$ cat src/rtl/bp_lce_req_rr_mux.sv
// Round-robin merge of per-LCE request streams onto one output channel.
// Each source is buffered in a small FIFO; a stalled grant is locked until it is accepted.
module bp_lce_req_rr_mux #(
    parameter int unsigned num_lce_p      = 2,
    parameter int unsigned header_width_p = 128,
    parameter int unsigned data_width_p   = 512,
    parameter int unsigned fifo_els_p     = 2,
    localparam int unsigned src_width_lp  = (num_lce_p > 1) ? $clog2(num_lce_p) : 1
) (
    input  logic                                     clk_i,
    input  logic                                     reset_i,
    input  logic [num_lce_p-1:0]                     chan_en_i,
    input  logic [num_lce_p-1:0][header_width_p-1:0] in_header_i,
    input  logic [num_lce_p-1:0][data_width_p-1:0]   in_data_i,
    input  logic [num_lce_p-1:0]                     in_v_i,
    output logic [num_lce_p-1:0]                     in_ready_and_o,
    output logic [header_width_p-1:0]                out_header_o,
    output logic [data_width_p-1:0]                  out_data_o,
    output logic [src_width_lp-1:0]                  out_src_o,
    output logic                                     out_v_o,
    input  logic                                     out_ready_and_i,
    output logic [15:0]                              sent_cnt_o
);

    localparam int unsigned entry_width_lp = header_width_p + data_width_p;
    localparam int unsigned ptr_width_lp   = (fifo_els_p > 1) ? $clog2(fifo_els_p) : 1;
    localparam int unsigned cnt_width_lp   = $clog2(fifo_els_p + 1);

    typedef enum logic {
        state_idle,
        state_locked
    } state_e;

    state_e                                   state_q;
    state_e                                   state_d;
    logic [src_width_lp-1:0]                  lock_idx_q;
    logic [src_width_lp-1:0]                  ptr_q;
    logic [src_width_lp-1:0]                  rr_idx;
    logic [src_width_lp-1:0]                  grant_idx;
    logic                                     rr_found;
    logic                                     handshake;
    int unsigned                              cand;
    logic [num_lce_p-1:0]                     eligible;
    logic [num_lce_p-1:0]                     full;
    logic [num_lce_p-1:0]                     empty;
    logic [num_lce_p-1:0][entry_width_lp-1:0] head;
    logic [15:0]                              sent_cnt_q;

    assign handshake  = out_v_o & out_ready_and_i;
    assign sent_cnt_o = sent_cnt_q;

    // Per-source FIFO; readiness depends only on stored occupancy (no dequeue bypass).
    for (genvar k = 0; k < num_lce_p; k++) begin : g_fifo
        logic [entry_width_lp-1:0] mem_q [fifo_els_p];
        logic [ptr_width_lp-1:0]   rd_ptr_q;
        logic [ptr_width_lp-1:0]   wr_ptr_q;
        logic [cnt_width_lp-1:0]   count_q;
        logic                      enq;
        logic                      deq;

        assign enq               = in_v_i[k] & in_ready_and_o[k] & ~reset_i;
        assign deq               = handshake & (grant_idx == src_width_lp'(k));
        assign full[k]           = (count_q == cnt_width_lp'(fifo_els_p));
        assign empty[k]          = (count_q == '0);
        assign eligible[k]       = ~empty[k] & chan_en_i[k];
        assign head[k]           = mem_q[rd_ptr_q];
        assign in_ready_and_o[k] = reset_i | ~full[k];

        always_ff @(posedge clk_i) begin
            if (enq) begin
                mem_q[wr_ptr_q] <= {in_header_i[k], in_data_i[k]};
            end
        end

        always_ff @(posedge clk_i) begin
            if (reset_i) begin
                rd_ptr_q <= '0;
                wr_ptr_q <= '0;
                count_q  <= '0;
            end else begin
                if (enq) begin
                    wr_ptr_q <= (wr_ptr_q == ptr_width_lp'(fifo_els_p - 1)) ? '0 : wr_ptr_q + 1'b1;
                end
                if (deq) begin
                    rd_ptr_q <= (rd_ptr_q == ptr_width_lp'(fifo_els_p - 1)) ? '0 : rd_ptr_q + 1'b1;
                end
                if (enq & ~deq) begin
                    count_q <= count_q + 1'b1;
                end else if (deq & ~enq) begin
                    count_q <= count_q - 1'b1;
                end
            end
        end
    end

    // State register
    always_ff @(posedge clk_i) begin
        if (reset_i) begin
            state_q <= state_idle;
        end else begin
            state_q <= state_d;
        end
    end

    // Next-state logic: lock on a stalled offer, release on acceptance
    always_comb begin
        state_d = state_q;
        case (state_q)
            state_idle: begin
                if (out_v_o & ~out_ready_and_i) begin
                    state_d = state_locked;
                end
            end
            state_locked: begin
                if (out_ready_and_i) begin
                    state_d = state_idle;
                end
            end
            default: state_d = state_idle;
        endcase
    end

    // Output logic: round-robin pick from the pointer, overridden by a held grant
    always_comb begin
        rr_idx   = '0;
        rr_found = 1'b0;
        cand     = 0;
        for (int unsigned i = 0; i < num_lce_p; i++) begin
            cand = (32'(ptr_q) + i) % num_lce_p;
            if (!rr_found && eligible[src_width_lp'(cand)]) begin
                rr_found = 1'b1;
                rr_idx   = src_width_lp'(cand);
            end
        end
        grant_idx    = (state_q == state_locked) ? lock_idx_q : rr_idx;
        out_v_o      = ~reset_i & ((state_q == state_locked) | rr_found);
        out_header_o = head[grant_idx][entry_width_lp-1 -: header_width_p];
        out_data_o   = head[grant_idx][data_width_p-1:0];
        out_src_o    = grant_idx;
    end

    // Held grant index, priority pointer and saturating transfer counter
    always_ff @(posedge clk_i) begin
        if (reset_i) begin
            lock_idx_q <= '0;
            ptr_q      <= '0;
            sent_cnt_q <= '0;
        end else begin
            if ((state_q == state_idle) && out_v_o && !out_ready_and_i) begin
                lock_idx_q <= rr_idx;
            end
            if (handshake) begin
                ptr_q <= (32'(grant_idx) == num_lce_p - 1) ? '0 : src_width_lp'(grant_idx + 1'b1);
                if (sent_cnt_q != 16'hFFFF) begin
                    sent_cnt_q <= sent_cnt_q + 16'd1;
                end
            end
        end
    end

endmodule

$ cat config.mk
export PLATFORM = sky130hd
export DESIGN_NAME = bp_lce_req_rr_mux
export DESIGN_NICKNAME = d
export VERILOG_FILES = /design/src/rtl/bp_lce_req_rr_mux.sv
export SDC_FILE = /design/constraint.sdc
export NUM_CORES = 2
export LEC_CHECK = 0
export ABC_AREA = 1
export BUFFER_PORTS_ARGS = -buffer_cell sky130_fd_sc_hd__buf_2
export CAP_MARGIN = 30
export CORE_AREA = 2 2 760 762
export DETAILED_ROUTE_END_ITERATION = 8
export DIE_AREA = 0 0 762 764
export PLACE_DENSITY = 0.42
export SYNTH_ARGS = -nofsm -noshare
export SYNTH_HDL_FRONTEND = slang
export SYNTH_SLANG_ARGS = --single-unit
$ cat constraint.sdc
create_clock -name clk_i -period 32.9 [get_ports clk_i]
set_input_delay 6.58 -clock clk_i [delete_from_list [all_inputs] [get_ports clk_i]]
set_output_delay 6.58 -clock clk_i [all_outputs]
set_load 0.01 [all_outputs]
==> run_results.csv <==
group,metric,value,unit
status,status,"completed",
power,clockPowerShare,41.6,%
cells_and_area,layout.nets,9697,
job,cap_violations,0,
clock_network,htreeDepth,5,
sta,worst_pin_slew,1.149,ns
detailed_routing,vias,64100,
worst_setup_path,path_cells,"buf_2, o21ai_2, inv_2, nand3_4, nand2_8, buf_12, buf_12, buf_4, buf_4, buf_16, buf_4, o211ai_2, o21ai_1, buf_2",
detailed_routing,viasPerCell,3.914,
sta,timing.final.crit_share,53.79,%
global_routing,grt_usage,15.84,%
global_routing,grt_pass1_wl,612.2,mm
sta,slew_violations,0,
clock_network,cts_sinks,2589,
die,io_pins,1947,
power,p_sw_share,26.88,%
synthesis,synth-edff-count,2560,
die,die_x,762,um
synthesis,ys_ff_latch,2589,
detailed_routing,wl,482.4,mm
sta,grt_setup_unrepaired,"false",
worst_setup_path,r2r_start,"g_fifo[0].count_q[0]",
power,power.switching,2207,uW
detailed_routing,routedWlPerCell,29.45,um
synthesis,synth_top_cell_area_share,73.45,%
worst_setup_path,cp.required,26.32,ns
detailed_routing,dr.pass1.iters,6,
power,combPwrFrac,12.1,%
detailed_routing,drc,0,
clock_network,cts_tree,"built",
detailed_routing,drtAntennaViolNets,0,
clock_network,ctsHoldBuffers,0,
worst_setup_path,slowest_delay,0.86,ns
sta,fmax,56.50,MHz
power,seqPwrFrac,46.3,%
cells_and_area,drive_gt1_share,39.42,%
cells_and_area,design_area,0.1328,mm^2
placed_design,portBuffers,1946,
clock_network,root_buffer,"clkbuf_16",
synthesis,ys.flop_type,"edfxtp_1",
clock_network,clock_path_buffers,4,
die,rows,279,
power,vdd_ir_drop_max,0.04604,mV
worst_setup_path,startpoint,"chan_en_i[1]",
worst_setup_path,crit_path_end,"out_data_o[248]",
synthesis,syn_nets,7640,
worst_hold_path,whs_path_depth,2,
synthesis,ys_async_sr_fraction,0,%
cells_and_area,synthToLayoutAreaGrowth,26.86,%
die,core,0.5749,mm^2
worst_setup_path,critPathSlowestCell,"buf_4",
placed_design,postPlaceCellArea,0.1223,mm^2
worst_setup_path,endpoint_kind,"primary output",
sta,clock_skew,0.04211,ns
worst_setup_path,crit-reg2reg-capture,"g_fifo[0].mem_q[1][251]",
synthesis,synth_area,0.1047,mm^2
die,fp.dieH,764,um
worst_setup_path,worstSetupStartpointType,"primary input",
worst_setup_path,worst-path-max-fanout,119,
clock_network,cts_resized,0,
global_routing,antenna_found_initial,517,
worst_setup_path,path_class,"primary input to primary output",
clock_network,cts_made_buffers,310,
power,internal_power,6006,uW
global_routing,grt_pass1_vias,60810,
sta,period_minus_slack,17.70,ns
clock_network,insertion_delay,0.92,ns
synthesis,syn_inst,6350,
sta,relSlewSlack,23.39,%
synthesis,syn_avg_cell_area,16.48,um^2
clock_network,post-cts-setup-buffers,0,
worst_setup_path,critPathMostFrequentCell,"buf_4",
sta,hold_viol_final,0,
cells_and_area,fillers,60700,
synthesis,yosysTopAreaCell,"edfxtp_1",
power,power_density,61.86,mW/mm^2
global_routing,grt_overflow_total,0,
sta,fin_setup_tns,0,ns
synthesis,synth_warnings,0,
global_routing,grt_max_degree,165,
detailed_routing,first_iter_violations,5702,
worst_setup_path,reg2reg_slack,26.63,ns
synthesis,ys_types,34,
placed_design,gp_congestion,0.9069,
sta,setup_viol,0,
synthesis,seq_area_frac_synth,74.01,%
synthesis,synth_area_leaders,"edfxtp_1, o211ai_2, mux2i_1, nand2_1, inv_1",
die,dieArea,0.5822,mm^2
worst_setup_path,r2r_cells,10,
synthesis,synthTopCellsByCount,"edfxtp_1, nand2_1, inv_1",
worst_setup_path,arrival,11.12,ns
worst_hold_path,min_path_type,"flip-flop to flip-flop",
synthesis,yosys.cell_count.top_type,"edfxtp_1",
clock_network,cts.clk_slew.worst_paths,0.05,ns
power,power.leakage,0.04464,uW
placed_design,hpwl,380.8,mm
die,start_util,18.20,%
-- power by group through the flow --
stage	logic (uW)	registers (uW)	clock network [uW]
2_1_floorplan	435	3980	0
3_3_place_gp	1010	3870	0
3_5_place_dp	1020	3870	0
4_1_cts	1020	3800	3520
5_1_grt	1060	3810	3640
6_report	994	3800	3420
-- worst min path at each step --
stage                             startpoint                  to
after CTS                 g_fifo[0].rd_ptr_q           flip-flop
final                                  ptr_q               ptr_q
after global placement    g_fifo[0].rd_ptr_q  g_fifo[0].rd_ptr_q
after detailed placement  g_fifo[0].rd_ptr_q           flip-flop
after floorplan                        ptr_q               ptr_q
after global routing      g_fifo[0].rd_ptr_q           flip-flop
-- metrics by stage --
step           worst slack, ns  utilization [%]  hold slack (ns)  power, uW  instances
2_1_floorplan           -2.156                -           0.4387       4412       6350
3_3_place_gp             14.80            21.22           0.4825       4883      15650
3_5_place_dp             14.78            21.28           0.4791       4893      15680
4_1_cts                  14.77            23.01           0.4958       8345      16230
5_1_grt                  14.94            23.05           0.5183       8513      16280
6_report                 15.20            23.09           0.4874       8213      16380
-- cell usage in the layout, fill, tap and decap left out, drive strengths merged --
master    instances
buf            2106
a21oi            20
nand3            14
mux2i           640
clkbuf          380
diode           144
nor3              1
inv             679
o211ai          640
nand2           697
nand3b            1
o21ai           667
nor2             38
edfxtp         2560
bufinv           24
nand4             6
clkinv          126
xnor2             2
clkinvlp          8
nor3b             1
xor2              5
ha                3
dfxtp            29
-- layout make-up --
class,instances,area (um^2),share of cell area (%)
multi-input combinational,2735,21770,16.40
clock buffer,380,8127,6.121
antenna,144,360.3,0.2714
tap,7587,9493,7.150
timing repair buffer,2106,11200,8.434
sequential,2589,77460,58.34
inverter,665,2496,1.880
clock inverter,172,1863,1.403
-- sequential cells by signal, summed over array words and instances, names as in the netlist, named ones only --
name and count:
g_fifo.mem_q 2560, ptr_q 1, g_fifo.wr_ptr_q 2, g_fifo.rd_ptr_q 2, state_q 1, g_fifo.count_q 4, sent_cnt_o 16, lock_idx_q 1
-- per-layer routing --
layer	part of all wire (%)	up-vias	routed length [um]	GRT usage, %
li1	-	28080	-	-
met1	39	31420	190400	19.07
met2	44	3155	212800	24.61
met3	12	1164	57310	7.628
met4	4.2	272	20120	5.537
met5	0.37	-	1768	0
-- logic make-up after synthesis --
| group | share of synthesized area (%) |
|---|---|
| buffers and inverters | 5.248 |
| adder cells (fa/ha/maj) | 0.03587 |
| AO/OA/AOI/OAI | 11.70 |
| XOR/XNOR | 0.05858 |
| AND/OR/NAND/NOR | 2.835 |
| flip-flops | 74.01 |
| multiplexers | 6.121 |
-- critical path, delay by kind of cell --
family / cells / cell delay, ns
and+or+nand+nor: 2 / 0.44
buffers and inverters: 9 / 3.28
AOI/OAI and AO/OA: 3 / 0.40
Note: power is estimated with default switching activity, not from simulation.
